## src/rtl/div_pkg.sv

```systemverilog
// Shared types and constants for the iterative divider.
// Latency: n/a (package only).
// Backpressure: n/a (package only).
package div_pkg;

  localparam int DIV_WIDTH   = 32;
  localparam int DIV_LATENCY = 35;
  localparam int DIV_CNT_W   = 5;

  // Counter starts here so that RUN lasts exactly DIV_WIDTH cycles.
  localparam logic [DIV_CNT_W-1:0] DIV_ITER_LAST = DIV_CNT_W'(DIV_WIDTH - 1);

  typedef enum logic [2:0] {
    IDLE,
    PREP,
    RUN,
    FIX,
    DONE
  } div_state_t;

  // Absolute value of a two's-complement operand when en is set,
  // raw value otherwise.
  function automatic logic [DIV_WIDTH-1:0] div_mag(input logic [DIV_WIDTH-1:0] v,
                                                   input logic                 en);
    return (en && v[DIV_WIDTH-1]) ? -v : v;
  endfunction

endpackage

```

## src/rtl/div_if.sv

```systemverilog
// Request/response bundle between a requester and div_unit.
// Latency: n/a (wires only).
// Backpressure: busy high means start is ignored; no queueing.
// Ports: start/is_signed/dividend/divisor (request), busy/done/quotient/
//        remainder/div_by_zero (response).
interface div_if;
  import div_pkg::*;

  logic                 start;
  logic                 is_signed;
  logic [DIV_WIDTH-1:0] dividend;
  logic [DIV_WIDTH-1:0] divisor;
  logic                 busy;
  logic                 done;
  logic [DIV_WIDTH-1:0] quotient;
  logic [DIV_WIDTH-1:0] remainder;
  logic                 div_by_zero;

  modport master (
    output start, is_signed, dividend, divisor,
    input  busy, done, quotient, remainder, div_by_zero
  );

  modport slave (
    input  start, is_signed, dividend, divisor,
    output busy, done, quotient, remainder, div_by_zero
  );

endinterface

```

## src/rtl/div_step.sv

```systemverilog
// One restoring-division iteration: shift, compare, conditional subtract.
// Latency: combinational.
// Backpressure: none.
// Ports: rem_i/quo_i partial remainder and dividend/quotient shift register,
//        dvs_i divisor magnitude; rem_o/quo_o values after the step.
module div_step
  import div_pkg::*;
(
  input  logic [DIV_WIDTH-1:0] rem_i,
  input  logic [DIV_WIDTH-1:0] quo_i,
  input  logic [DIV_WIDTH-1:0] dvs_i,
  output logic [DIV_WIDTH-1:0] rem_o,
  output logic [DIV_WIDTH-1:0] quo_o
);

  // 33-bit partial remainder after shifting in the next dividend bit.
  logic [DIV_WIDTH:0] shifted;
  logic               ge;

  assign shifted = {rem_i, quo_i[DIV_WIDTH-1]};
  assign ge      = shifted >= {1'b0, dvs_i};

  // When ge is set the true difference is below dvs_i, so a 32-bit
  // subtraction of the low bits yields it exactly.
  assign rem_o = ge ? (shifted[DIV_WIDTH-1:0] - dvs_i) : shifted[DIV_WIDTH-1:0];
  assign quo_o = {quo_i[DIV_WIDTH-2:0], ge};

endmodule

```

## src/rtl/div_unit.sv

```systemverilog
// 32-bit signed/unsigned restoring divider (DIV/DIVU), one quotient bit per cycle.
// Latency: 35 cycles from the start-sampling edge; done is a one-cycle pulse.
// Backpressure: start is ignored while busy (including the done cycle); no queueing.
// Ports: clk, reset (async active-low), bus (div_if.slave request/response).
module div_unit
  import div_pkg::*;
#(
  parameter int WIDTH = DIV_WIDTH
) (
  input  logic     clk,
  input  logic     reset,
  div_if.slave     bus
);

  div_state_t           state_q, state_d;
  logic [WIDTH-1:0]     a_q, a_d;       // raw latched dividend
  logic [WIDTH-1:0]     b_q, b_d;       // raw latched divisor
  logic                 sgn_q, sgn_d;   // latched is_signed
  logic [WIDTH-1:0]     dvs_q, dvs_d;   // divisor magnitude
  logic [WIDTH-1:0]     rem_q, rem_d;   // partial remainder
  logic [WIDTH-1:0]     quo_q, quo_d;   // dividend bits shifting out, quotient bits in
  logic [DIV_CNT_W-1:0] cnt_q, cnt_d;
  logic                 q_neg_q, q_neg_d;
  logic                 r_neg_q, r_neg_d;
  logic [WIDTH-1:0]     q_res_q, q_res_d;
  logic [WIDTH-1:0]     r_res_q, r_res_d;
  logic                 dbz_q, dbz_d;

  logic [WIDTH-1:0]     step_rem, step_quo;

  div_step u_step (
    .rem_i (rem_q),
    .quo_i (quo_q),
    .dvs_i (dvs_q),
    .rem_o (step_rem),
    .quo_o (step_quo)
  );

  always_comb begin
    state_d = state_q;
    a_d     = a_q;
    b_d     = b_q;
    sgn_d   = sgn_q;
    dvs_d   = dvs_q;
    rem_d   = rem_q;
    quo_d   = quo_q;
    cnt_d   = cnt_q;
    q_neg_d = q_neg_q;
    r_neg_d = r_neg_q;
    q_res_d = q_res_q;
    r_res_d = r_res_q;
    dbz_d   = dbz_q;

    case (state_q)
      IDLE: begin
        if (bus.start) begin
          a_d     = bus.dividend;
          b_d     = bus.divisor;
          sgn_d   = bus.is_signed;
          state_d = PREP;
        end
      end
      PREP: begin
        dvs_d   = div_mag(b_q, sgn_q);
        quo_d   = div_mag(a_q, sgn_q);
        q_neg_d = a_q[WIDTH-1] ^ b_q[WIDTH-1];
        r_neg_d = a_q[WIDTH-1];
        rem_d   = '0;
        cnt_d   = DIV_ITER_LAST;
        state_d = RUN;
      end
      RUN: begin
        rem_d = step_rem;
        quo_d = step_quo;
        cnt_d = cnt_q - 1'b1;
        if (cnt_q == '0) state_d = FIX;
      end
      FIX: begin
        // Result registers load here so they change exactly on DONE entry.
        if (b_q == '0) begin
          q_res_d = '1;
          r_res_d = a_q;
          dbz_d   = 1'b1;
        end else begin
          q_res_d = (sgn_q && q_neg_q) ? -quo_q : quo_q;
          r_res_d = (sgn_q && r_neg_q) ? -rem_q : rem_q;
          dbz_d   = 1'b0;
        end
        state_d = DONE;
      end
      DONE: begin
        state_d = IDLE;
      end
      default: begin
        state_d = IDLE;
      end
    endcase
  end

  always_ff @(posedge clk or negedge reset) begin
    if (!reset) begin
      state_q <= IDLE;
      a_q     <= '0;
      b_q     <= '0;
      sgn_q   <= 1'b0;
      dvs_q   <= '0;
      rem_q   <= '0;
      quo_q   <= '0;
      cnt_q   <= '0;
      q_neg_q <= 1'b0;
      r_neg_q <= 1'b0;
      q_res_q <= '0;
      r_res_q <= '0;
      dbz_q   <= 1'b0;
    end else begin
      state_q <= state_d;
      a_q     <= a_d;
      b_q     <= b_d;
      sgn_q   <= sgn_d;
      dvs_q   <= dvs_d;
      rem_q   <= rem_d;
      quo_q   <= quo_d;
      cnt_q   <= cnt_d;
      q_neg_q <= q_neg_d;
      r_neg_q <= r_neg_d;
      q_res_q <= q_res_d;
      r_res_q <= r_res_d;
      dbz_q   <= dbz_d;
    end
  end

  assign bus.busy        = (state_q != IDLE);
  assign bus.done        = (state_q == DONE);
  assign bus.quotient    = q_res_q;
  assign bus.remainder   = r_res_q;
  assign bus.div_by_zero = dbz_q;

endmodule

```

## src/flat_wrapper.sv

```systemverilog
// flat-port wrapper written by rule: the top's interface ports become plain ports
module div_unit_flat import div_pkg::*;
#(
  parameter int WIDTH = DIV_WIDTH
)
  (clk, reset, bus_start, bus_is_signed, bus_dividend, bus_divisor, bus_busy, bus_done, bus_quotient, bus_remainder, bus_div_by_zero);
  div_if bus_i ();
  input  logic clk;
  input  logic reset;
  input wire logic [$bits(bus_i.start)-1:0] bus_start;
  input wire logic [$bits(bus_i.is_signed)-1:0] bus_is_signed;
  input wire logic [$bits(bus_i.dividend)-1:0] bus_dividend;
  input wire logic [$bits(bus_i.divisor)-1:0] bus_divisor;
  output wire logic [$bits(bus_i.busy)-1:0] bus_busy;
  output wire logic [$bits(bus_i.done)-1:0] bus_done;
  output wire logic [$bits(bus_i.quotient)-1:0] bus_quotient;
  output wire logic [$bits(bus_i.remainder)-1:0] bus_remainder;
  output wire logic [$bits(bus_i.div_by_zero)-1:0] bus_div_by_zero;
  assign bus_i.start = bus_start;
  assign bus_i.is_signed = bus_is_signed;
  assign bus_i.dividend = bus_dividend;
  assign bus_i.divisor = bus_divisor;
  assign bus_busy = bus_i.busy;
  assign bus_done = bus_i.done;
  assign bus_quotient = bus_i.quotient;
  assign bus_remainder = bus_i.remainder;
  assign bus_div_by_zero = bus_i.div_by_zero;
  div_unit #(.WIDTH(WIDTH)) u_core (.clk(clk), .reset(reset), .bus(bus_i));
endmodule
```

## config.mk

```make
export PLATFORM = sky130hd
export DESIGN_NAME = div_unit_flat
export DESIGN_NICKNAME = d
export VERILOG_FILES = /design/src/rtl/div_pkg.sv /design/src/rtl/div_if.sv /design/src/rtl/div_step.sv /design/src/rtl/div_unit.sv /design/src/flat_wrapper.sv
export SDC_FILE = /design/constraint.sdc
export NUM_CORES = 1
export LEC_CHECK = 0
export CAP_MARGIN = 10
export CORE_ASPECT_RATIO = 1.5
export CORE_UTILIZATION = 40
export DETAILED_ROUTE_END_ITERATION = 12
export SLEW_MARGIN = 20
export SYNTH_ARGS = -nofsm -noshare
export SYNTH_HDL_FRONTEND = slang
export SYNTH_SLANG_ARGS = --single-unit
```

## constraint.sdc

```tcl
create_clock -name clk -period 2.7 [get_ports clk]
set_input_delay 0.54 -clock clk [delete_from_list [all_inputs] [get_ports clk]]
set_output_delay 0.54 -clock clk [all_outputs]
set_load 0.02 [all_outputs]
```

==> results.py, run 1 <==
metrics = {
    "run_status": {
        "status": "finished with violations",
        "violations": "negative setup slack",
    },
    "die": {
        "die_y_um": 230.2,
        "start_util_pct": 40.63,
        "io_pins": 135,
        "die_area_um2": 35470,
        "rows": 83,
        "coreArea_um2": 34170,
        "die_w_um": 154.1,
    },
    "critical_path": {
        "required_ps": 3110,
        "critPathLaunchType": "flip-flop",
        "crit_type": "reg -> reg",
        "reg2reg_from": "u_core.dvs_q[3]",
        "cp-end-kind": "flip-flop",
        "r2r_setup_slack_ps": -110,
        "worstPathMaxFanout": 7,
        "reg2reg_to": "u_core.rem_q[26]",
        "crit_arrival_ps": 3220,
        "worst_r2r_path_depth": 12,
    },
    "synth": {
        "postSynthCellCount": 1519,
        "synth_area_um2": 13880,
        "synth_top_flop_cell": "dfrtp_1",
        "yosys.cell_types.count": 73,
        "syn_nets": 1626,
        "synthArstFlopShare_pct": 100.0,
        "ys_seq_area_share_pct": 42.54,
        "avgSynthCellArea_um2": 9.139,
        "yosysWarnings": 0,
        "ys_ff_latch": 236,
        "synth_edf_count": 0,
    },
    "pwr": {
        "switchingPower_w": 0.01210,
        "power_w": 0.02733,
        "clkPwrFrac_pct": 13.4,
        "seqPwrFrac_pct": 24.8,
        "internal_power_w": 0.01523,
        "swShare_pct": 44.26,
        "comb_power_share_pct": 61.8,
        "power_density_nw_per_um2": 1488,
        "p_leak_nw": 7.860,
        "ir_drop_uv": 691.0,
    },
    "drt": {
        "ant_nets": 0,
        "routedWlPerCell_um": 19.49,
        "vias": 12300,
        "dr.pass1.iters": 4,
        "wl_mm": 43.36,
        "first_iter_violations": 620,
        "via_per_inst": 5.527,
        "remaining_drc_errors": 0,
    },
    "job": {
        "drv_cap": 0,
    },
    "place": {
        "placed_area_um2": 16940,
        "buffer_ports.inserted": 134,
        "dp_hpwl_mm": 32.95,
        "gp_congestion": 0.9258,
        "post-place-ws_ps": -208.2,
    },
    "cts": {
        "clkSinkCount": 236,
        "insertion_delay_ps": 550,
        "cts_made_buffers": 25,
        "cts_root_buf": "clkbuf_16",
        "clockBufferDepth": 3,
        "cts_tree": "yes",
        "htree_levels": 1,
        "postCtsHoldBufs": 0,
        "path_clk_slew_ps": 60,
    },
    "timing": {
        "fin_skew_ps": 16.13,
        "worst_slack_ps": -111.7,
        "hold_violations": 0,
        "slew_headroom_pct": 46.54,
        "finalCriticalPeriod_ps": 2812,
        "tightest_slew_ps": 802.0,
        "rsz0062_at_grt": "yes",
        "maxSlewViolCount": 0,
        "setup_violations": 19,
        "fmax_ghz": 0.3557,
        "hold_ws_ps": 5.131,
        "fin_crit_sh_pct": 104.1,
    },
    "worst_hold_path": {
        "worstHoldPathType": "in -> async",
    },
    "grt": {
        "overflow": 0,
        "grt_usage_pct": 24.53,
        "antenna_found_initial": 0,
        "grt_max_degree": 94,
        "grt_pass1_vias": 12660,
        "grt_pass1_wl_mm": 68.14,
    },
    "final_layout": {
        "drive_above_1_share_pct": 21.67,
        "layout_common_cells": "dfrtp_1, buf_4, nand2_1, clkdlybuf4s50_1, o21ai_0",
        "antenna_cells": 0,
        "nets": 1888,
        "stdcell_area_um2": 18370,
        "final_common_cell": "dfrtp_1",
        "syn_to_final_growth_pct": 32.35,
    },
}
-- synth_stat cells, drive strengths merged, types with 32 or more instances --
master  instances  area share [%]
xor2           66             4.2
o21ai         166             6.0
xnor2          81             5.1
a31oi          39             1.8
a22oi          32             1.7
ha             38             3.4
nor2          119             3.2
inv            62             1.7
clkbuf         76             2.1
dfrtp         236              43
nand2         149             4.0
mux2           58             4.7
a21oi          91             3.3
-- power groups by stage --
stage / Combinational (W) / Sequential (W) / Clock [W]
CTS: 0.0164 / 0.00674 / 0.00374
global route: 0.0184 / 0.00697 / 0.00388
finish: 0.0169 / 0.00677 / 0.00367
global placement: 0.0155 / 0.00673 / 0
floorplan: 0.00944 / 0.00698 / 0
detailed placement: 0.0157 / 0.00678 / 0
-- worst max path at each step --
stage                    start                        to  slack [ps]  cells past startpoint
2_1_floorplan   u_core.a_q[13]          u_core.quo_q[29]         -20                      8
3_3_place_gp    u_core.a_q[13]          u_core.quo_q[29]        -180                      8
3_5_place_dp   u_core.rem_q[9]  u_core.bus.remainder[27]        -210                      9
4_1_cts         u_core.a_q[13]          u_core.quo_q[29]        -200                      8
5_1_grt        u_core.dvs_q[3]          u_core.rem_q[26]        -240                     12
6_report       u_core.dvs_q[3]          u_core.rem_q[26]        -110                     12
-- per-layer routing --
| metal | global-route usage (%) | wire length (µm) | vias up |
|---|---|---|---|
| met5 | 0 | 0 | - |
| met4 | 14.19 | 2575 | 0 |
| met3 | 2.676 | 1325 | 111 |
| met2 | 46.70 | 23250 | 273 |
| met1 | 25.79 | 16210 | 5982 |
| li1 | - | - | 5931 |
-- sequential cells by signal, summed over array words and instances (netlist names), 3 cells and up --
register and flops:
u_core.quo_q 32, u_core.b_q 32, u_core.state_q 3, u_core.dvs_q 32, u_core.rem_q 32, u_core.bus.remainder 32, u_core.bus.quotient 32, u_core.cnt_q 5
u_core.a_q 32
-- logic make-up after synthesis --
logic type,after synthesis,synth area share (%)
DFF,236,42.54
adders and majority gates,39,3.569
xor gates and xnor gates,147,9.274
muxes,84,6.580
and+or+nand+nor,415,13.91
buffers and inverters,155,4.506
AOI/OAI and AO/OA,443,19.62
-- critical path: stages (launching register included) --
cell and delay (ps):
dfrtp_1 340, inv_1 80, ha_1 220, a21o_1 210, a31oi_2 190, o2111ai_2 180
a311oi_2 370, o31ai_2 100, a311o_2 420, buf_12 160, buf_12 140, mux2i_2 180
o21ai_1 80
-- what timing repair did --
action                                  4_1_cts  5_1_grt
setup buffers                                 9        8
gates cloned                                  2        1
pin swaps                                     9       42
endpoints found under the setup margin       54       79
resized for setup                            52       66
-- layout make-up --
cell class,instances,area (µm²)
fill,3098,15790
clock inverter,17,207.7
inverter,62,232.7
tap,425,531.8
timing repair buffer,328,2999
sequential,236,5907
clock buffer,29,660.6
multi-input combinational,1128,7834
-- metrics by stage --
| stage | util, % | TNS (ps) | instances |
|---|---|---|---|
| global placement | 49.59 | -1830 | 2160 |
| floorplan | - | -35.93 | 1519 |
| finish | 53.77 | -1100 | 2225 |
| detailed placement | 49.59 | -3481 | 2160 |
| global route | 53.77 | -5347 | 2225 |
| CTS | 52.83 | -1184 | 2217 |
Power figures use the tool's default switching activity.
==> run 2, diff against run 1 <==
Settings changed: CORE_UTILIZATION 40 to 44, PLACE_DENSITY set to 0.67.
==> run 2 against run 1 <==
- the run still ends with negative setup slack left
- global-route usage grew 1.7 points
- final cell count shrank 1.8%
- register-to-register slack gained 20 ps
- critical path type unchanged
- maximum frequency grew 0.82%
- routed wire length shrank 2.6%
- setup slack gained 23 ps
- combinational power is essentially flat
==> results.py, run 2 (synthesis results as in run 1) <==
metrics = {
    "run_status": {
        "status": "finished with violations",
        "violations": "negative setup slack",
    },
    "place": {
        "dp_hpwl_mm": 31.69,
        "gp_congestion": 0.9535,
        "buffer_ports.inserted": 134,
    },
    "die": {
        "die_y_um": 219.5,
        "start_util_pct": 44.73,
        "rows": 79,
        "coreArea_um2": 31040,
        "die_area_um2": 32280,
        "die_w_um": 147.0,
        "io_pins": 135,
    },
    "cts": {
        "htree_levels": 1,
        "insertion_delay_ps": 550,
        "cts_root_buf": "clkbuf_16",
        "clkSinkCount": 236,
        "cts_tree": "yes",
        "path_clk_slew_ps": 70,
        "clockBufferDepth": 3,
        "cts_made_buffers": 24,
    },
    "drt": {
        "wl_mm": 42.25,
        "ant_nets": 0,
        "remaining_drc_errors": 0,
        "first_iter_violations": 594,
        "vias": 12390,
        "routedWlPerCell_um": 19.33,
        "dr.pass1.iters": 5,
        "via_per_inst": 5.666,
    },
    "critical_path": {
        "worst_r2r_path_depth": 8,
        "required_ps": 3110,
        "cpPeakStageDelay_ps": 530,
        "reg2reg_from": "u_core.a_q[13]",
        "worstPathMaxFanout": 3,
        "critPathLaunchType": "flip-flop",
        "r2r_setup_slack_ps": -90,
        "cp_top_family": "simple AND/OR/NAND/NOR gates",
        "slowest_stage": "or4_4",
        "crit_arrival_ps": 3200,
        "crit_type": "reg -> reg",
        "crit_buf_inv": 0,
        "cp-end-kind": "flip-flop",
        "cp_common_cell": "or4_4",
        "reg2reg_to": "u_core.quo_q[29]",
        "path_cells": "or4_4 > or3_4 > or4_4 > nor4b_4 > nand2_2 > o41ai_4 > xor2_1 > o21ai_1",
    },
    "grt": {
        "overflow": 0,
        "grt_pass1_vias": 12570,
        "grt_usage_pct": 26.24,
        "grt_pass1_wl_mm": 66.31,
        "grt_max_degree": 80,
        "antenna_found_initial": 0,
    },
    "timing": {
        "maxSlewViolCount": 0,
        "fin_crit_sh_pct": 103.3,
        "setup_violations": 5,
        "hold_violations": 0,
        "fmax_ghz": 0.3586,
        "fin_skew_ps": 24.51,
        "worst_slack_ps": -88.77,
        "hold_ws_ps": 480.9,
        "rsz0062_at_grt": "yes",
        "slew_headroom_pct": 40.49,
        "finalCriticalPeriod_ps": 2789,
        "tightest_slew_ps": 890.5,
    },
    "worst_hold_path": {
        "hp-start": "u_core.dvs_q[17]",
        "min_to": "u_core.dvs_q[17]",
        "hold_depth": 2,
        "worstHoldPathType": "reg -> reg",
    },
    "final_layout": {
        "multi_input_area_um2": 7866,
        "fillers": 2759,
        "syn_to_final_growth_pct": 30.92,
        "seq_area_um2": 5909,
        "final_common_cell": "dfrtp_1",
        "nets": 1871,
        "antenna_cells": 0,
        "drive_above_1_share_pct": 20.89,
        "layout_common_cells": "dfrtp_1, buf_4, nand2_1, clkdlybuf4s50_1, o21ai_0",
    },
    "pwr": {
        "ir_drop_uv": 634.7,
        "power_w": 0.02715,
        "power_density_nw_per_um2": 1494,
        "p_leak_nw": 7.753,
    },
    "job": {
        "drv_cap": 0,
    },
}
[run 2: cell count changes in the layout (fill, tap and decap cells not counted), moves of 5 or more]
cell,previous run,this run
ha_1,31,26
ha_4,5,11
o21ai_2,6,1
o21ai_0,124,130
clkinvlp_4,6,1
buf_4,175,159
[run 2: timing repair]
item | 4_1_cts | 5_1_grt
endpoints found under the setup margin | 41 | 82
endpoints found under the hold margin | 56 | 0
pin swaps | 18 | 26
hold buffers | 1 | 0
gates cloned | 3 | 1
resized for setup | 49 | 65
setup buffers | 6 | 4
[run 2: worst max path at each step]
stage / from / to / slack [ps] / cells after the start
finish: u_core.a_q[13] / u_core.quo_q[29] / -90 / 8
global route: u_core.a_q[13] / u_core.quo_q[29] / -180 / 8
CTS: u_core.a_q[13] / u_core.quo_q[29] / -150 / 8
detailed placement: u_core.a_q[13] / u_core.quo_q[29] / -160 / 8
global placement: u_core.a_q[13] / u_core.quo_q[29] / -100 / 8
floorplan: u_core.a_q[13] / u_core.quo_q[29] / -20 / 8
[run 2: area by class of cell]
class / count / area share [%]
inverters: 62 / 1.280
clock buffers: 29 / 3.408
clock inverters: 14 / 0.8743
flip-flops and latches: 236 / 32.51
repair buffers: 312 / 15.85
multi-input cells: 1128 / 43.28
well taps: 405 / 2.788
[run 2: stage by stage]
step | setup TNS [ps] | instances | utilization, % | setup slack [ps] | instance area [µm²]
after floorplan | -35.93 | 1519 | - | -21.70 | 14010
after global placement | -307.7 | 2130 | 54.18 | -95.15 | 16820
after detailed placement | -1351 | 2130 | 54.18 | -159.2 | 16820
after CTS | -253.3 | 2181 | 57.75 | -151.2 | 17920
after global routing | -3866 | 2186 | 58.56 | -179.0 | 18170
final | -170.1 | 2186 | 58.56 | -88.77 | 18170
[run 2: tightest hold or removal path, cell delays in order, from the launching register on]
cell	delay (ps)
dfrtp_1	340
nand2_1	40
o21ai_0	60
[run 2: where the power goes]
group | internal, W | switching [W]
combinational | 0.00799 | 0.00894
sequential | 0.00517 | 0.00168
clock | 0.00193 | 0.00145
total | 0.0151 | 0.0121
[run 2: metal layers]
metal / track usage, % / part of all wire [%]
met1: 27.10 / 36
met2: 51.14 / 54
met3: 2.402 / 3.4
met4: 15.19 / 6.2
met5: 0 / 0
==> run 3, diff against run 2 <==
Settings changed: CTS_CLUSTER_DIAMETER set to 120, CTS_CLUSTER_SIZE set to 30.
==> run 3 against run 2 <==
- the flow still finishes with violations (negative setup slack)
- flip-flop and latch count unchanged
- routed wire length is 1.9% lower
- combinational power is essentially flat
- global-route usage fell by 0.63 points
- non-clock buffer count is 4 higher
- largest cell class unchanged
==> results.py, run 3 (synthesis results as in run 1) <==
metrics = {
    "final_layout": {
        "final_common_cell": "dfrtp_1",
        "fillers": 2805,
        "post-route-util_pct": 57.27,
        "layoutNonFillerInstCount": 2160,
        "antenna_cells": 0,
        "layout_common_cells": "dfrtp_1, buf_4, nand2_1, clkdlybuf4s50_1, o21ai_0",
        "stdcell_area_um2": 17770,
        "drive_above_1_share_pct": 20.00,
        "syn_to_final_growth_pct": 28.04,
        "nets": 1862,
    },
    "drt": {
        "remaining_drc_errors": 0,
        "dr.pass1.iters": 6,
        "first_iter_violations": 512,
        "wl_met2_mm": 22.50,
        "ant_nets": 0,
        "vias": 12270,
        "routedWlPerCell_um": 19.20,
        "top_layer_used": "met4",
        "wl_met1_mm": 15.23,
        "wl_mm": 41.47,
        "via_per_inst": 5.679,
        "wl_met3_mm": 1.219,
    },
    "die": {
        "die_area_um2": 32280,
        "start_util_pct": 44.73,
        "io_pins": 135,
        "coreArea_um2": 31040,
        "rows": 79,
        "die_w_um": 147.0,
        "die_y_um": 219.5,
    },
    "cts": {
        "cts_root_buf": "clkbuf_16",
        "clockBufferDepth": 3,
        "htree_levels": 1,
        "path_clk_slew_ps": 120,
        "clkSinkCount": 236,
        "cts_made_buffers": 11,
        "insertion_delay_ps": 490,
        "cts_tree": "yes",
    },
    "timing": {
        "setup_violations": 15,
        "finalCriticalPeriod_ps": 2792,
        "tns_ps": -365.4,
        "tightest_slew_ps": 891.7,
        "rsz0062_at_grt": "yes",
        "maxSlewViolCount": 0,
        "hold_ws_ps": 494.5,
        "slew_headroom_pct": 40.41,
        "fmax_ghz": 0.3582,
        "hold_violations": 0,
        "fin_crit_sh_pct": 103.4,
        "fin_skew_ps": 17.32,
        "worst_slack_ps": -91.91,
    },
    "pwr": {
        "power_density_nw_per_um2": 1442,
        "p_leak_nw": 7.566,
        "ir_drop_uv": 767.3,
    },
    "critical_path": {
        "endpoint": "u_core.quo_q[29]",
        "required_ps": 3070,
        "crit_start": "u_core.a_q[13]",
        "crit_arrival_ps": 3160,
        "worstPathMaxFanout": 3,
        "reg2reg_from": "u_core.a_q[13]",
        "critPathLaunchType": "flip-flop",
        "cp-end-kind": "flip-flop",
        "crit_type": "reg -> reg",
        "reg2reg_to": "u_core.quo_q[29]",
        "cpPeakStageDelay_ps": 530,
        "cp_common_cell": "or4_4",
        "r2r_setup_slack_ps": -90,
        "worst_r2r_path_depth": 8,
        "slowest_stage": "or4_4",
        "path_cells": "or4_4 > or3_4 > or4_4 > nor4b_4 > nand2_2 > o41ai_4 > xor2_1 > o21ai_1",
    },
    "job": {
        "drv_cap": 0,
    },
    "grt": {
        "grt_max_degree": 80,
        "grt_pass1_wl_mm": 64.96,
        "grt_usage_pct": 25.60,
        "antenna_found_initial": 0,
        "overflow": 0,
        "grt_pass1_vias": 12300,
    },
    "run_status": {
        "status": "finished with violations",
        "violations": "negative setup slack",
    },
    "place": {
        "gp_congestion": 0.9535,
        "dp_cells": 2130,
        "dp_hpwl_mm": 31.69,
        "buffer_ports.inserted": 134,
        "placed_area_um2": 16820,
    },
    "worst_hold_path": {
        "worstHoldPathType": "reg -> reg",
        "hp-start": "u_core.dvs_q[17]",
    },
}
-- run 3: cell count changes in the layout (fill, tap and decap cells not counted), sizes merged --
cell	previous run	this run
buf	177	180
bufinv	3	1
clkbuf	30	14
clkinv	10	0
clkinvlp	1	0
-- run 3: layer usage --
| metal | up-vias | global-route usage [%] |
|---|---|---|
| met5 | - | 0 |
| met2 | 301 | 49.51 |
| li1 | 5868 | - |
| met3 | 114 | 2.091 |
| met4 | 0 | 14.30 |
| met1 | 5983 | 27.14 |
-- run 3: timing repair --
action,CTS,global route
endpoints found under the setup margin,39,87
gates cloned,2,1
resized for setup,52,72
hold buffers,1,0
hold endpoints to repair,25,0
setup buffers,7,7
pin swaps,7,21
-- run 3: how the worst min path moves through the flow --
stage                                         to  cells past startpoint
final                           u_core.dvs_q[17]                      2
after global routing            u_core.dvs_q[11]                      2
after CTS                       u_core.dvs_q[29]                      2
after detailed placement        u_core.dvs_q[29]                      2
after global placement    u_core.bus.div_by_zero                      2
after floorplan                    u_core.a_q[0]                      0
-- run 3: power by group --
group / switching (W) / total (W) / leakage [nW] / internal [W]
Combinational: 0.00892 / 0.0168 / 4.52 / 0.00792
Sequential: 0.00167 / 0.00681 / 2.90 / 0.00515
Clock: 0.00113 / 0.00198 / 0.151 / 0.000848
-- run 3: layout make-up --
type | instances | area [µm²] | share of cell area (%)
multi-input cells | 1128 | 7933 | 44.63
flip-flops and latches | 236 | 5908 | 33.24
repair buffers | 316 | 2885 | 16.23
well taps | 405 | 506.7 | 2.851
clock buffers | 12 | 279.0 | 1.570
inverters | 62 | 232.7 | 1.309
clock inverters | 1 | 30.03 | 0.1689
-- run 3: critical path, delay by kind of cell, from the launching register on --
| kind | cells | cell delay, ps |
|---|---|---|
| xor gates and xnor gates | 1 | 190 |
| AOI/OAI and AO/OA | 2 | 330 |
| and+or+nand+nor | 5 | 1760 |
| DFF | 1 | 390 |
-- run 3: per-stage QoR --
stage | worst slack [ps] | power, W
2_1_floorplan | -21.70 | 0.01642
3_3_place_gp | -95.15 | 0.02195
3_5_place_dp | -159.2 | 0.02223
4_1_cts | -142.7 | 0.02500
5_1_grt | -188.4 | 0.02744
6_report | -91.91 | 0.02563
